==> src/rtl/piano_pkg.sv <==
// Shared constants and types for the piano tone path.
//   NUM_NOTES     number of key/voice channels
//   NOTE_CNT_W    width of a half-period count in clk cycles
//   MIX_W         width of a mix level able to hold NUM_NOTES
//   CLK_HZ        board clock frequency
//   note_period_t half-period count type (0 = key released)
//   voice_state_t per-voice FSM state
package piano_pkg;

    localparam int NUM_NOTES  = 13;
    localparam int NOTE_CNT_W = 32;
    localparam int MIX_W      = $clog2(NUM_NOTES + 1);
    localparam int CLK_HZ     = 50_000_000;

    typedef logic [NOTE_CNT_W-1:0] note_period_t;

    typedef enum logic {SILENT, RUN} voice_state_t;

endpackage

==> src/rtl/tone_voice.sv <==
// One square-wave channel: samples its half-period every edge, restarts
// phase (low, count 0) whenever a new value is seen, and toggles its output
// every note_period cycles while running and enabled.
//   clk          system clock
//   reset_n      asynchronous active-low reset
//   note_period  half-period in clk cycles; 0 = silent
//   enable       global mute; 0 forces the voice low on the next edge
//   voice_out    square wave output
module tone_voice #(
    parameter int CNT_W = 32
) (
    input  logic             clk,
    input  logic             reset_n,
    input  logic [CNT_W-1:0] note_period,
    input  logic             enable,
    output logic             voice_out
);
    import piano_pkg::*;

    voice_state_t     state;
    voice_state_t     state_next;
    logic [CNT_W-1:0] period_reg;
    logic [CNT_W-1:0] cnt;
    logic             change;
    logic             run_en;
    logic             wrap;

    assign change = (note_period != period_reg);

    always_ff @(posedge clk or negedge reset_n) begin
        if (!reset_n) begin
            state <= SILENT;
        end else begin
            state <= state_next;
        end
    end

    always_comb begin
        state_next = state;
        unique case (state)
            SILENT:  if (enable && (note_period != '0)) state_next = RUN;
            RUN:     if (!enable || (note_period == '0)) state_next = SILENT;
            default: state_next = SILENT;
        endcase
    end

    // A restart (new period sampled) overrides any toggle due on the same edge.
    always_comb begin
        run_en = (state == RUN) && enable && !change;
        // >= keeps a count left over from a longer period from running past the new limit.
        wrap   = (cnt >= (period_reg - CNT_W'(1)));
    end

    always_ff @(posedge clk or negedge reset_n) begin
        if (!reset_n) begin
            period_reg <= '0;
            cnt        <= '0;
            voice_out  <= 1'b0;
        end else begin
            period_reg <= note_period;
            if (!run_en) begin
                cnt       <= '0;
                voice_out <= 1'b0;
            end else if (wrap) begin
                cnt       <= '0;
                voice_out <= ~voice_out;
            end else begin
                cnt <= cnt + CNT_W'(1);
            end
        end
    end

endmodule

==> src/rtl/tone_synth.sv <==
// Polyphonic square-wave synthesiser: one tone_voice per key, a registered
// popcount mixer and a registered single-bit speaker drive.
// Optional macro PWM_MIX_EN: when defined the speaker is a PWM of the mix
// level over a frame of NUM_VOICES cycles; otherwise it is the OR of voices.
//   clk            system clock
//   reset_n        asynchronous active-low reset
//   noteFrequency  per-voice half-period in clk cycles; 0 = silent
//   enable         global mute; 0 silences all voices
//   voiceOut       per-voice square waves
//   mixLevel       registered count of voices currently high
//   speaker        single-bit audio drive
module tone_synth #(
    parameter int NUM_VOICES = 13,
    parameter int CNT_W      = 32,
    parameter int MIX_W      = 4
) (
    input  logic                  clk,
    input  logic                  reset_n,
    input  logic [CNT_W-1:0]      noteFrequency [NUM_VOICES],
    input  logic                  enable,
    output logic [NUM_VOICES-1:0] voiceOut,
    output logic [MIX_W-1:0]      mixLevel,
    output logic                  speaker
);
    import piano_pkg::*;

    logic [MIX_W-1:0] pop_count;

    for (genvar g = 0; g < NUM_VOICES; g++) begin : g_voice
        tone_voice #(
            .CNT_W (CNT_W)
        ) u_voice (
            .clk         (clk),
            .reset_n     (reset_n),
            .note_period (noteFrequency[g]),
            .enable      (enable),
            .voice_out   (voiceOut[g])
        );
    end

    always_comb begin
        pop_count = '0;
        for (int i = 0; i < NUM_VOICES; i++) begin
            pop_count = pop_count + MIX_W'(voiceOut[i]);
        end
    end

    always_ff @(posedge clk or negedge reset_n) begin
        if (!reset_n) begin
            mixLevel <= '0;
        end else begin
            mixLevel <= pop_count;
        end
    end

`ifdef PWM_MIX_EN
    logic [MIX_W-1:0] pwm_cnt;

    always_ff @(posedge clk or negedge reset_n) begin
        if (!reset_n) begin
            pwm_cnt <= '0;
            speaker <= 1'b0;
        end else begin
            pwm_cnt <= (pwm_cnt == MIX_W'(NUM_VOICES - 1)) ? '0 : pwm_cnt + MIX_W'(1);
            speaker <= (pwm_cnt < mixLevel);
        end
    end
`else
    always_ff @(posedge clk or negedge reset_n) begin
        if (!reset_n) begin
            speaker <= 1'b0;
        end else begin
            speaker <= (mixLevel != '0);
        end
    end
`endif

endmodule

==> config.mk <==
export PLATFORM = sky130hd
export DESIGN_NAME = tone_synth
export DESIGN_NICKNAME = d
export VERILOG_FILES = /design/src/rtl/piano_pkg.sv /design/src/rtl/tone_voice.sv /design/src/rtl/tone_synth.sv
export SDC_FILE = /design/constraint.sdc
export NUM_CORES = 2
export LEC_CHECK = 0
export CAP_MARGIN = 20
export CORE_ASPECT_RATIO = 0.7
export CORE_MARGIN = 2
export CORE_UTILIZATION = 64
export DETAILED_ROUTE_END_ITERATION = 7
export GPL_ROUTABILITY_DRIVEN = 0
export PLACE_DENSITY = 0.92
export RECOVER_POWER = 25
export SLEW_MARGIN = 0
export SYNTH_ARGS = -nofsm -noshare
export SYNTH_HDL_FRONTEND = slang
export SYNTH_SLANG_ARGS = --single-unit
==> constraint.sdc <==
create_clock -name clk -period 9.2 [get_ports clk]
set_input_delay 0.92 -clock clk [delete_from_list [all_inputs] [get_ports clk]]
set_output_delay 0.92 -clock clk [all_outputs]
set_load 0.005 [all_outputs]
==> impl_metrics.json <==
{
  "yosysSeqAreaShare_pct": 41.54,
  "grt-busiest-layer": "met2",
  "vias": 43250,
  "area_delta_synth_final_pct": 16.42,
  "hold_buffers": 0,
  "endpoint_kind": "asynchronous set/reset pin",
  "hp-class": "reg2reg",
  "ios": 437,
  "die_area_sq_um": 83560,
  "hold_violations": 0,
  "fillerInstances": 4895,
  "r2r-start": "g_voice[7].u_voice.period_reg[9]",
  "worst_pin_slew_ns": 5.116,
  "multiInputGateArea_sq_um": 29690,
  "synthCells": 5267,
  "yosys-top-cells-count": "863 x dfrtp_1, 705 x nor2_1, 609 x xnor2_1, 589 x xor2_1, 445 x ha_1",
  "place_ws_ns": 3.791,
  "r2r_setup_slack_ns": 3.62,
  "synth_fa_ha_area_share_pct": 11.02,
  "port_buffers": 436,
  "grtUsageMet2_pct": 51.99,
  "critPathLaunchType": "primary input",
  "relSlewSlack_pct": -241.1,
  "drt-total-wl_microns": 143300,
  "fin_skew_ns": 0.02203,
  "syn-num-nets": 6139,
  "grt_pass1_wl_microns": 228800,
  "grtUsageMet3_pct": 7.761,
  "clock_path_buffers": 3,
  "p_leak_nw": 24.54,
  "post_cts_resized": 0,
  "regArea_sq_um": 21600,
  "nets": 6600,
  "synth_top_cell_area_share_pct": 41.54,
  "grt_max_degree": 189,
  "clk-insertion-delay-late_ns": 0.67,
  "synth-edff-count": 0,
  "synth-seq-cells": 863,
  "powerDensity_nw_per_um2": 139.5,
  "ys_warn_count": 0,
  "drcViolationCount": 0,
  "clockRootBuffer": "clkbuf_16",
  "cts.sinks": 863,
  "final-setup-viol-count": 0,
  "finalCriticalPeriod_ns": 5.788,
  "synth-async-reset-ratio_pct": 100.0,
  "cts_tree": "done",
  "fin_crit_sh_pct": 62.91,
  "crit_fanout": 173,
  "grt.overflow.total": 0,
  "setup_ws_ns": 3.412,
  "place_hpwl_microns": 104700,
  "fmax_mhz": 172.8,
  "synthTopCellsByArea": "dfrtp_1 42%, ha_1 11%, xnor2_1 10%",
  "core_area_sq_um": 80440,
  "antenna_found_initial": 41,
  "violations": "capacitance limit, slew limit",
  "fin_util_pct": 75.23,
  "yosysTopAreaCell": "dfrtp_1",
  "die_h_microns": 242.4,
  "synth_most_common_cell": "dfrtp_1",
  "post_route_cells_drive_above_1_share_pct": 3.537,
  "std_cell_rows": 87,
  "synth-compound-area-share_pct": 4.361,
  "worstReg2RegEnd": "g_voice[7].u_voice.cnt[13]",
  "worstPathArrival_ns": 6.42,
  "cts_buffers": 85,
  "place_area_sq_um": 57470,
  "cts_setup_buffers": 0,
  "synth.distinct_cells": 66,
  "clkTransAtPathRegs_ns": 0.06,
  "start_util_pct": 64.62,
  "grt_util_met1_pct": 46.51,
  "rsz0062_at_grt": "false",
  "cts_max_level": 3,
  "criticalPathCategory": "in2async",
  "track_usage_pct": 33.93,
  "routed_via_density": 6.263,
  "peakVddDrop_mv": 0.1422,
  "dr.first_iter.drc_count": 3858,
  "ant_nets": 0,
  "fin_setup_tns_ns": 0,
  "synth_top_family_by_area": "simple AND/OR/NAND/NOR gates",
  "yosys.area_share.simple_pct": 21.55,
  "postSynthAreaPerCell_sq_um": 9.870,
  "drt_pre_antenna_iters": 6,
  "cp-startpoint": "reset_n",
  "holdPathStages": 1,
  "cp-endpoint": "g_voice[7].u_voice.cnt[6]",
  "maxCapViolCount": 1,
  "grt_pass1_vias": 43400,
  "syn_area_sq_um": 51980,
  "status": "complete, but fails checks",
  "drv_slew": 97,
  "ys.flop_type": "dfrtp_1",
  "wl_per_cell_microns": 20.75,
  "synthXorXnorAreaFrac_pct": 20.18,
  "reg2reg_depth": 15,
  "final_cell_area_sq_um": 60520,
  "synthMuxAreaShare_pct": 0,
  "worst-endpoint-required_ns": 9.84,
  "fp.dieW_microns": 344.6
}
## logic make-up after synthesis
| group | after synthesis |
|---|---|
| fa+ha+maj | 453 |
| simple gates | 2217 |
| flops | 863 |
| buf+inv | 173 |
| compound gates | 363 |
| xor+xnor | 1198 |
## where the power goes
group | switching (mW) | internal (mW)
Combinational | 0.429 | 0.359
Clock | 1.58 | 2.03
Sequential | 0.155 | 3.89
Total | 2.16 | 6.28
## final cells by class
| class | instances | share of cell area [%] |
|---|---|---|
| Clock inverter | 45 | 0.7670 |
| Timing Repair Buffer | 451 | 7.598 |
| Inverter | 96 | 0.5954 |
| Clock buffer | 110 | 3.920 |
| Sequential cell | 863 | 35.68 |
| Multi-Input combinational cell | 4231 | 49.06 |
| Tap cell | 1068 | 2.208 |
| Antenna cell | 41 | 0.1695 |
## per-stage QoR
step | hold WS (ns) | std cells | power, mW
3_5_place_dp | 0.4739 | 6704 | 4.895
2_1_floorplan | 0.4462 | 5267 | 4.413
5_1_grt | 0.5262 | 6895 | 8.720
4_1_cts | 0.2972 | 6859 | 8.490
3_3_place_gp | 0.4683 | 6703 | 4.852
6_report | 0.4845 | 6905 | 8.441
## placed cells by master, fill, tap and decap left out, drive strengths merged, types with 83 or more instances in the layout
cell,n
ha,445
clkdlybuf4s50,83
nor3,173
nand2,319
nor4,268
nand4,199
nand3,189
and3,86
a21oi,146
xnor2,609
dfrtp,863
dlygate4sd3,351
clkbuf,111
nor2,705
inv,101
xor2,589
## layer usage
layer / part of all wire (%) / vias up
li1: - / 19550
met1: 41 / 21090
met2: 45 / 2100
met3: 9.2 / 501
met4: 4.6 / 8
met5: 0.040 / -
## critical path: stages
cell and delay [ns]:
clkbuf_1 3.51, buf_4 1.02, buf_12 0.62
## worst min-delay path by stage
| stage | from | endpoint | slack, ns |
|---|---|---|---|
| finish | g_voice[2].u_voice.cnt[0] | g_voice[2].u_voice.cnt[0] | 0.48 |
| CTS | reset_n | g_voice[6].u_voice.cnt[22] | 0.30 |
| floorplan | g_voice[2].u_voice.cnt[0] | g_voice[2].u_voice.cnt[0] | 0.45 |
| global route | g_voice[2].u_voice.cnt[0] | g_voice[2].u_voice.cnt[0] | 0.53 |
| detailed placement | g_voice[2].u_voice.cnt[0] | g_voice[2].u_voice.cnt[0] | 0.47 |
| global placement | g_voice[2].u_voice.cnt[0] | g_voice[2].u_voice.cnt[0] | 0.47 |
Power figures use the tool's default switching activity.
